**config.mk**
```make
export PLATFORM = sky130hd
export DESIGN_NAME = booth_radix4_mult
export DESIGN_NICKNAME = d
export VERILOG_FILES = /design/src/rtl/booth_pkg.sv /design/src/rtl/booth_r4_recoder.sv /design/src/rtl/booth_radix4_mult.sv
export SDC_FILE = /design/constraint.sdc
export NUM_CORES = 1
export LEC_CHECK = 0
export CAP_MARGIN = 0
export CORE_MARGIN = 10
export CORE_UTILIZATION = 50
export CTS_BUF_LIST = sky130_fd_sc_hd__clkbuf_4 sky130_fd_sc_hd__clkbuf_8
export DETAILED_ROUTE_END_ITERATION = 8
export DONT_BUFFER_PORTS = 1
export GPL_ROUTABILITY_DRIVEN = 0
export MAX_ROUTING_LAYER = met4
export PLACE_DENSITY = 0.76
export SLEW_MARGIN = 15
export SYNTH_ARGS = -nofsm -noshare
export SYNTH_HDL_FRONTEND = slang
export SYNTH_SLANG_ARGS = --single-unit
```
**constraint.sdc**
```tcl
create_clock -name clk -period 8.7 [get_ports clk]
set_input_delay 1.305 -clock clk [delete_from_list [all_inputs] [get_ports clk]]
set_output_delay 1.305 -clock clk [all_outputs]
set_load 0.05 [all_outputs]
```
**src/rtl/booth_pkg.sv**
```systemverilog
// Shared types and helpers for the radix-4 Booth multiplier.
package booth_pkg;

  typedef enum logic [1:0] {
    StIdle,
    StCalc,
    StDone
  } state_e;

  // Partial-product selection produced by the Booth recoder
  typedef enum logic [2:0] {
    SelZero,
    SelPm,
    SelP2m,
    SelNm,
    SelN2m
  } sel_e;

  // Number of radix-4 steps needed to consume an (n+2)-bit extended multiplier
  function automatic int unsigned iter_count(input int unsigned n);
    return n / 2 + 1;
  endfunction

endpackage

```
**src/rtl/booth_r4_recoder.sv**
```systemverilog
// Combinational modified-Booth recoder: maps {q1, q0, q_m1} to a partial-product select.
module booth_r4_recoder
  import booth_pkg::*;
(
  input  logic [2:0] triple,
  output sel_e       sel
);

  always_comb begin
    sel = SelZero;
    unique case (triple)
      3'b001, 3'b010: sel = SelPm;
      3'b011:         sel = SelP2m;
      3'b100:         sel = SelN2m;
      3'b101, 3'b110: sel = SelNm;
      default:        sel = SelZero;
    endcase
  end

endmodule

```
**src/rtl/booth_radix4_mult.sv**
```systemverilog
// Sequential radix-4 Booth multiplier, signed or unsigned, two multiplier bits per clock.
module booth_radix4_mult
  import booth_pkg::*;
#(
  parameter int unsigned N = 8
) (
  input  logic           clk,
  input  logic           reset,
  input  logic           start,
  input  logic           signed_mode,
  input  logic [N-1:0]   multiplicand,
  input  logic [N-1:0]   multiplier,
  output logic           busy,
  output logic           done,
  output logic [2*N-1:0] product
);

  localparam int unsigned ITER = iter_count(N);
  localparam int unsigned W    = N + 2;
  localparam int unsigned CntW = $clog2(ITER + 1);

  state_e           state_q, state_d;
  logic [W:0]       a_q, a_d;
  logic [W:0]       m_q, m_d;
  logic [W-1:0]     q_q, q_d;
  logic             qm1_q, qm1_d;
  logic [CntW-1:0]  cnt_q, cnt_d;
  logic [2*N-1:0]   prod_q, prod_d;

  sel_e             sel;
  logic [W:0]       term;
  logic [W:0]       sum;
  logic [2*W+1:0]   shifted;
  logic             m_ext, q_ext;

  booth_r4_recoder u_recoder (
    .triple ({q_q[1:0], qm1_q}),
    .sel    (sel)
  );

  always_comb begin
    term = '0;
    unique case (sel)
      SelPm:   term = m_q;
      SelP2m:  term = m_q << 1;
      SelNm:   term = -m_q;
      SelN2m:  term = -(m_q << 1);
      default: term = '0;
    endcase
  end

  // Arithmetic shift of {sum, Q, q_m1} by two, written out so the sign fill is explicit
  always_comb begin
    sum     = a_q + term;
    shifted = {{2{sum[W]}}, sum, q_q[W-1:1]};
  end

  assign m_ext = signed_mode & multiplicand[N-1];
  assign q_ext = signed_mode & multiplier[N-1];

  always_comb begin
    state_d = state_q;
    a_d     = a_q;
    m_d     = m_q;
    q_d     = q_q;
    qm1_d   = qm1_q;
    cnt_d   = cnt_q;
    prod_d  = prod_q;
    unique case (state_q)
      StIdle: begin
        if (start) begin
          state_d = StCalc;
          a_d     = '0;
          qm1_d   = 1'b0;
          cnt_d   = CntW'(ITER);
          m_d     = {{3{m_ext}}, multiplicand};
          q_d     = {{2{q_ext}}, multiplier};
        end
      end
      StCalc: begin
        a_d   = shifted[2*W+1:W+1];
        q_d   = shifted[W:1];
        qm1_d = shifted[0];
        cnt_d = cnt_q - CntW'(1);
        if (cnt_q == CntW'(1)) begin
          state_d = StDone;
          prod_d  = shifted[2*N:1];
        end
      end
      StDone: state_d = StIdle;
      default: state_d = StIdle;
    endcase
  end

  always_ff @(posedge clk) begin
    if (reset) begin
      state_q <= StIdle;
      a_q     <= '0;
      m_q     <= '0;
      q_q     <= '0;
      qm1_q   <= 1'b0;
      cnt_q   <= '0;
      prod_q  <= '0;
    end else begin
      state_q <= state_d;
      a_q     <= a_d;
      m_q     <= m_d;
      q_q     <= q_d;
      qm1_q   <= qm1_d;
      cnt_q   <= cnt_d;
      prod_q  <= prod_d;
    end
  end

  assign busy    = (state_q == StCalc);
  assign done    = (state_q == StDone);
  assign product = prod_q;

endmodule

```
# == After elaboration in Yosys (flattened, before gate mapping) ==
# Cells that the tools add are included.
# word_totals
reg_bits,52
inputBits,20
wordCells,49
# op_classes
add_sub_neg,4
n_eq_ne,15
muxes,13
n_bitwise,2
reduce_logical,8
# op_table
operator,n
11-bit one-hot mux with 4 select lines,1
11-bit negation,2
11-bit one-hot mux with 2 select lines,1
10-bit one-hot mux with 2 select lines,1
"3-bit by 2-bit == test with 1-bit output, second input constant",4
"3-bit == test, second input constant",4
3-bit one-hot mux with 4 select lines,1
11-bit adder,1
11-bit 2-to-1 mux,1
10-bit 2-to-1 mux,1
"3-bit by 1-bit == test with 1-bit output, second input constant",3
2-bit AND reduction,4
3-bit one-hot mux with 2 select lines,1
2-bit 2-to-1 mux,2
2-bit one-hot mux with 2 select lines,1
2-bit OR reduction,2
3-bit 2-to-1 mux,1
"3-bit by 1-bit subtractor with 3-bit output, second input constant",1
1-bit bitwise AND,2
"2-bit by 1-bit == test with 1-bit output, second input constant",1
"2-bit == test, second input constant",1
2-bit logical NOT,1
"2-bit by 1-bit inequality test with 1-bit output, second input constant",1
"2-bit inequality test, second input constant",1
3 further kinds,3

# == Depth between registers and ports, before layout ==
# Gate-level depths: netlist (run 1).
# logic_depth
ltp_word,7
mapped_depth,15
mapped_depth_nobuf,15

# == By module ==
# A second synthesis (run 1) with hierarchy kept.
# hier_totals
hier_cells,368
hier_area_um2,2870.3
# modules_own_cells
module,instances,cells_each,area_each_um2,seq_area_each_um2
booth_radix4_mult,1,364,2836.5,1001.0
booth_r4_recoder,1,4,33.8,0.0

# == Least setup slack after synthesis (run 1) ==
# OpenSTA, ideal clock, no wires.
# synth_path
kind,register to register
start,register m_q[2]
end,register a_q[9]
setup_ns,0.095
arrival_ns,3.096
path_slack_ns,5.509
path_stages_with_launch,14
n_path_buf,1
period_less_slack_ns,3.191
path_cell_list,dfxtp_1 -> buf_6 -> or4_4 -> nor4_1 -> xor2_1 -> a21oi_1 -> mux4_2 -> ha_1 -> o21a_1 -> nor2_1 -> a21oi_1 -> a31oi_1 -> a2111o_1 -> o311ai_1
# synth_via
elab_chain_len,4
# synth_lines
element,line_no,rtl
start: declaration,booth_radix4_mult.sv:24,"logic [W:0] m_q, m_d;"
start signal: assignment,booth_radix4_mult.sv:107,m_q <= m_d;
"11-bit negation, on equally long branches","booth_radix4_mult.sv:46, booth_radix4_mult.sv:47",
11-bit one-hot mux with 4 select lines (*),booth_radix4_mult.sv:43,unique case (sel)
11-bit adder (*),booth_radix4_mult.sv:54,sum = a_q + term;
11-bit one-hot mux with 2 select lines (*),booth_radix4_mult.sv:69,unique case (state_q)
end signal: assignment,booth_radix4_mult.sv:98,a_q <= '0;
end signal: assignment,booth_radix4_mult.sv:106,a_q <= a_d;
end: declaration,booth_radix4_mult.sv:23,"logic [W:0] a_q, a_d;"
# Every way passes the cells marked *; elsewhere a longest branch is shown, timed or not.
# A chain may end at the register's enable or synchronous reset.

# == Worst setup path after layout (run 1) ==
# layout_path
start,register qm1_q
end,register a_q[9]
# layout_via
elab_chain_len,7
# layout_lines
element,line_no,rtl
start: declaration,booth_radix4_mult.sv:26,"logic qm1_q, qm1_d;"
start signal: assignment,booth_radix4_mult.sv:109,qm1_q <= qm1_d;
"3-bit == test, or another cell as far along",booth_r4_recoder.sv:11,unique case (triple)
2-bit OR reduction,booth_r4_recoder.sv:11,
3-bit one-hot mux with 4 select lines (*),booth_r4_recoder.sv:11,
"3-bit == test, or another cell as far along",booth_radix4_mult.sv:43,
11-bit one-hot mux with 4 select lines (*),booth_radix4_mult.sv:43,
11-bit adder (*),booth_radix4_mult.sv:54,
11-bit one-hot mux with 2 select lines (*),booth_radix4_mult.sv:69,
# Marked as above.

==> results of run 1 <==
==> critical path: cells and delay by family (launching register included) <==
kind / cells / cell delay [ps]
AND/OR/NAND/NOR: 4 / 620
buffers and inverters: 1 / 430
AO/OA/AOI/OAI: 7 / 1190
flip-flops: 1 / 820
adder cells (fa/ha/maj): 1 / 440
==> cell usage in the layout (no fill, tap or decap), types with 7 or more instances in the layout <==
master / synthesis / final
a22oi_1: 10 / 10
ha_1: 13 / 13
nand2_1: 61 / 61
inv_1: 11 / 11
nor4_1: 8 / 8
a21oi_1: 42 / 42
dfxtp_1: 50 / 50
xnor2_1: 9 / 9
o21ai_0: 7 / 7
nor2_1: 58 / 58
==> area by class of cell <==
cell class | count | share of cell area
Clock buffer | 5 | 0.0231
Multi-Input combinational cell | 288 | 0.589
Clock inverter | 2 | 0.00461
Timing Repair Buffer | 1 | 0.00251
Inverter | 12 | 0.0151
Sequential cell | 50 | 0.335
Tap cell | 72 | 0.0302
==> kinds of logic (layout without fill, tap and decap cells) <==
group | count (synthesis) | after routing | synth area share
muxes | 8 | 8 | 0.0411
AOI/OAI and AO/OA | 93 | 93 | 0.203
DFF | 50 | 50 | 0.343
xor gates and xnor gates | 15 | 15 | 0.0450
buffers and inverters | 38 | 20 | 0.0544
adders and majority gates | 14 | 14 | 0.0626
and+or+nand+nor | 158 | 158 | 0.251
==> flip-flops by register name, summed over array words and instances, names as in the netlist <==
register  flops
m_q           9
a_q           9
qm1_q         1
state_q       2
product      16
q_q          10
cnt_q         3
==> power breakdown <==
part / leakage, nW / switching [mW] / total (mW) / internal (mW)
clock network: 0.0444 / 0.0757 / 0.131 / 0.0557
logic: 0.748 / 0.0684 / 0.120 / 0.0515
registers: 0.408 / 0.0258 / 0.268 / 0.242
==> through the flow <==
step | instance area (µm²) | power, mW | std cells
2_1_floorplan | 2920 | 0.373 | 376
3_3_place_gp | 2900 | 0.389 | 423
3_5_place_dp | 2900 | 0.393 | 423
4_1_cts | 2990 | 0.525 | 430
5_1_grt | 2990 | 0.551 | 430
6_report | 2990 | 0.519 | 430
==> worst paths after layout <==
| kind | from | to | slack [ps] | cells past startpoint |
|---|---|---|---|---|
| setup reg to reg | qm1_q | a_q[9] | 5110 | 13 |
| setup / recovery | qm1_q | a_q[9] | 5110 | 13 |
| hold / removal | q_q[8] | product[6] | 480 | 2 |
| hold reg to reg | q_q[8] | product[6] | 480 | 2 |
==> metal layers <==
| metal | global-route usage | wire length (µm) |
|---|---|---|
| met1 | 0.189 | 2980 |
| met2 | 0.245 | 3080 |
| met3 | 0.0524 | 481 |
| met4 | 0.0363 | 91 |
| met5 | - | 0 |
==> impl_metrics.yaml, run 1 <==
yosys:
  synth-edff-count: 0
  ys_seq_area_frac: 0.343
  syn_inst: 376
  yosysUniqueCellTypes: 52
  ys_async_sr_fraction: 0
  yosysTopAreaCellShare: 0.343
  ys_ff_latch: 50
  synth_fp_nets: 410
  yosys.area.top_type: "dfxtp_1"
  syn_area_per_cell_um2: 7.76
  yosysWarnings: 0
  syn-cell-area_um2: 2920
  netlist_top_cells_count: "nand2_1 (61), nor2_1 (58), dfxtp_1 (50)"
  synth_flop_cell: "dfxtp_1"
  synth.area.top_cells: "dfxtp_1 (34%), nand2_1 (7.8%), nor2_1 (7.5%), a21oi_1 (7.2%), ha_1 (5.6%)"
  yosysMostFrequentCell: "nand2_1"
clock_tree:
  clock_latency_ps: 300
  postCtsResizedCells: 0
  cts_tree: "done"
  root_buffer: "clkbuf_8"
  cts_setup_buffers: 0
  cts_buffers: 5
  htree_levels: 2
  cts_sinks: 50
  path_clk_slew_ps: 90
  cts_hold_buffers: 0
  clockBufferDepth: 2
worst_setup_path:
  cp.required_ps: 8910
  worst_path_max_delay_cell: "dfxtp_1"
  cpMostUsedCell: "nand2_1"
  cp-end-kind: "flip-flop"
  crit_chain: "clkinv_1 > nor2_1 > nand2_1 > o21ai_0 > nand2_1 > o21a_1 > fa_1 > nor2b_1 > o31ai_1 > a21oi_1 > a31oi_1 > a2111o_1 > o311ai_1"
  max_stage_delay_ps: 820
  cp.arrival_ps: 3800
  crit_path_start_kind: "flip-flop"
  crit_fanout: 24
  crit_type: "flip-flop to flip-flop"
timing:
  worst_hold_slack_ps: 478
  rsz0062_at_grt: "no"
  skew_ps: 4.64
  fin_ws_ps: 5110
  period_minus_slack_ps: 3590
  min_period_over_period: 0.412
  hold_viol: 0
  finalMaxSlewViolations: 0
  relSlewSlack: 0.286
  fmax_mhz: 279
  tightest_slew_ps: 1070
  setup_viol: 0
  tns_ps: 0
floorplanning:
  fp.dieH_um: 96.4
  start_util: 0.524
  die_x_um: 96.4
  die_area_um2: 9290
  core_area_um2: 5570
  ios: 38
  rows: 27
final_layout:
  final_layout_size_suffix_gt1_frac: 0.0642
  post-route-util: 0.536
  multiInputGateArea_um2: 1760
  nNetsFinal: 392
  antennaDiodeCount: 0
  regArea_um2: 1000
  synthToLayoutAreaGrowth_pct: 2.27
  fillerInstances: 540
placement:
  dpl.hpwl_um: 4950
  io_buffers: 0
  post-place-ws_ps: 5160
outcome:
  run_status: "finished clean"
detailed_routing:
  avgRoutedWirePerCell_um: 15.4
  first_pass_iters: 5
  postRouteAntennaNets: 0
  drc: 0
  drtIter0Drc: 160
  vias_per_cell: 5.74
  wirelength_um: 6630
  num_vias: 2469
grt:
  overflow: 0
  antenna_found_initial: 0
  grt_pass1_vias: 2449
  grt_pass1_wl_um: 11400
  track_usage: 0.156
  grt_max_degree: 53
job:
  max-cap-violations: 0
worst_hold_path:
  holdCritPathClass: "flip-flop to flip-flop"
power:
  powerDensity_nw_per_um2: 174
  p_leak_nw: 1.20
  ir_worst_vdd_mv: 0.138
(Power assumes the default switching activity.)
==> inputs of run 2 (changes only) <==
Settings changed: ABC_AREA set to 1.
Clock period 8.7 ns to 3.5 ns, I/O delays scaled along.
==> run 2 against run 1 <==
Effect of this change:
- first-iteration DRC count rose by 16%
- worst setup slack lost 4300 ps
- global-route usage up 0.13 points
- total power increased to 2.8 times the previous value
- cell area about the same
==> impl_metrics.yaml, run 2 <==
final_layout:
  synthToLayoutAreaGrowth_pct: 5.43
  final_common_cell: "nand2_1"
  final_layout_size_suffix_gt1_frac: 0.0886
  design_area_um2: 2990
  largest_register_ffs: 16
  layout_common_cells: "nand2_1 (65), inv_1 (60), dfxtp_1 (50), a21oi_1 (45), o21ai_0 (31)"
  fillerInstances: 528
  antennaDiodeCount: 0
  nNetsFinal: 428
floorplanning:
  die_area_um2: 9080
  core_area_um2: 5510
  die_x_um: 95.3
  rows: 27
  fp.dieH_um: 95.3
  ios: 38
  start_util: 0.515
timing:
  rsz0062_at_grt: "no"
  finalMaxSlewViolations: 0
  worst_hold_slack_ps: 270
  min_period_over_period: 0.782
  setup_viol: 0
  period_minus_slack_ps: 2740
  fmax_mhz: 366
  tightest_slew_ps: 889
  relSlewSlack: 0.405
  tns_ps: 0
  hold_viol: 0
  skew_ps: 6.14
power:
  p_sw_mw: 0.485
  p_int_mw: 0.946
  switching_share: 0.339
  p_leak_nw: 1.28
  seqPwrFrac: 0.472
  share_comb_of_total_power: 0.234
  clock_power_share: 0.294
  ir_worst_vdd_mv: 0.364
  powerDensity_nw_per_um2: 479
  power_mw: 1.43
worst_hold_path:
  holdCritPathClass: "primary input to flip-flop"
  min_from: "reset"
yosys:
  yosysTopAreaCellShare: 0.353
  yosysWarnings: 0
  netlist_top_cells_count: "nand2_1 (65), inv_1 (60), dfxtp_1 (50)"
  synth_flop_cell: "dfxtp_1"
  ys_async_sr_fraction: 0
  synth_fp_nets: 433
  synth_top_family_by_area: "simple AND/OR/NAND/NOR gates"
  synthSimpleGateAreaFrac: 0.227
  yosys.area.top_type: "dfxtp_1"
  yosysMostFrequentCell: "nand2_1"
  syn_inst: 399
  muxShareOfSynthArea: 0
  yosysUniqueCellTypes: 37
  ys_ff_latch: 50
  synth-xor-area-share: 0.0278
  synth_compound_area_frac: 0.218
  synth.area.top_cells: "dfxtp_1 (35%), nand2_1 (8.6%), a21oi_1 (7.9%), inv_1 (7.9%), ha_1 (5.7%)"
  synth-edff-count: 0
  syn-cell-area_um2: 2830
  syn_area_per_cell_um2: 7.10
  ys_seq_area_frac: 0.353
  synthAdderAreaFrac: 0.0645
clock_tree:
  root_buffer: "clkbuf_8"
  cts_tree: "done"
  path_clk_slew_ps: 90
  postCtsResizedCells: 0
  cts_hold_buffers: 0
  cts_sinks: 50
  cts_buffers: 5
  cts_setup_buffers: 0
  clock_latency_ps: 310
  clockBufferDepth: 2
  htree_levels: 2
worst_setup_path:
  critPathTopFamily: "simple AND/OR/NAND/NOR gates"
  max_stage_delay_ps: 510
  crit_path_start_kind: "flip-flop"
  cp-end-kind: "flip-flop"
  worst_path_max_delay_cell: "dfxtp_1"
  r2r_start: "q_q[1]"
  cp-startpoint: "q_q[1]"
  crit_chain: "nor2_1 > inv_1 > a21oi_1 > nor3_1 > inv_1 > ha_1 > nand3_1 > nand3_2 > a21oi_2 > inv_1 > or2_1 > nand2_1 > nand2_1 > o211ai_2 > inv_1"
  cpMostUsedCell: "inv_1"
  crit_fanout: 8
  cp.required_ps: 3710
  cp.arrival_ps: 2950
  crit_type: "flip-flop to flip-flop"
  path_buf_inv: 4
placement:
  io_buffers: 0
  place_area_um2: 2870
  dpl.hpwl_um: 5110
grt:
  grt_max_degree: 32
  grt_pass1_vias: 2408
  overflow: 0
  antenna_found_initial: 0
  track_usage: 0.157
  grt_pass1_wl_um: 11300
detailed_routing:
  num_vias: 2567
  wirelength_um: 6730
  wl_met3_um: 384
  dr.max_layer_used: "met4"
  vias_per_cell: 5.50
  drc: 0
  postRouteAntennaNets: 0
  first_pass_iters: 4
  drtIter0Drc: 186
  dr_wl_met2_um: 3320
  avgRoutedWirePerCell_um: 14.4
  met1Wirelength_um: 2950
job:
  max-cap-violations: 0
outcome:
  run_status: "finished clean"
## run 2: changes by cell type after synthesis, moves of 5 or more
cell      delta
inv_1       +49
nor2_1      -31
o21ai_0     +24
nand3_1     +21
clkbuf_1    -13
a22oi_1     -10
o221ai_1    +10
nor4_1       -8
nor2_2       +7
xnor2_1      -7
a21o_1       -6
nor2b_1      -6
inv_2        +5
o21a_1       -5
## run 2: layout make-up
class                           instances  area, µm²  area share
Timing Repair Buffer                    2       15.0     0.00503
Clock inverter                          2       37.5      0.0126
Multi-Input combinational cell        270       1520       0.510
Tap cell                               72       90.1      0.0302
Inverter                               65        244      0.0817
Sequential cell                        50       1000       0.335
Clock buffer                            6       76.3      0.0255
## run 2: power groups by stage
stage	clock network, mW	registers [mW]	logic (mW)
after floorplan	0	0.677	0.276
after global placement	0	0.688	0.325
after detailed placement	0	0.689	0.332
after CTS	0.430	0.676	0.333
after global routing	0.446	0.682	0.380
final	0.420	0.676	0.335
## run 2: kinds of logic after synthesis
group,after synthesis
and+or+nand+nor,142
buffers and inverters,79
xor gates and xnor gates,9
adders and majority gates,14
AOI/OAI and AO/OA,105
DFF,50
## run 2: worst paths after layout
check / end / depth (start not counted) / slack, ps
setup reg to reg: product[13] / 15 / 760
setup / recovery: product[13] / 15 / 760
hold reg to reg: cnt_q[1] / 2 / 460
hold / removal: a_q[7] / 1 / 270
## run 2: stage by stage
step / utilization / setup WS, ps / std cells
after floorplan: - / 1160 / 399
after global placement: 0.522 / 807 / 459
after detailed placement: 0.522 / 753 / 459
after CTS: 0.543 / 745 / 467
after global routing: 0.543 / 437 / 467
final: 0.543 / 765 / 467
## run 2: per-layer routing
metal	vias up	GRT usage
met5	-	-
met4	0	0.0499
met3	6	0.0361
met2	60	0.254
met1	1186	0.188
li1	1315	-
## run 2: worst reg2reg max path, cell delays in order (launching register included)
cell and delay (ps):
dfxtp_1 510, nor2_1 140, inv_1 180, a21oi_1 100
nor3_1 380, inv_1 90, ha_1 300, nand3_1 100
nand3_2 90, a21oi_2 180, inv_1 70, or2_1 230
nand2_1 70, nand2_1 60, o211ai_2 90, inv_1 50
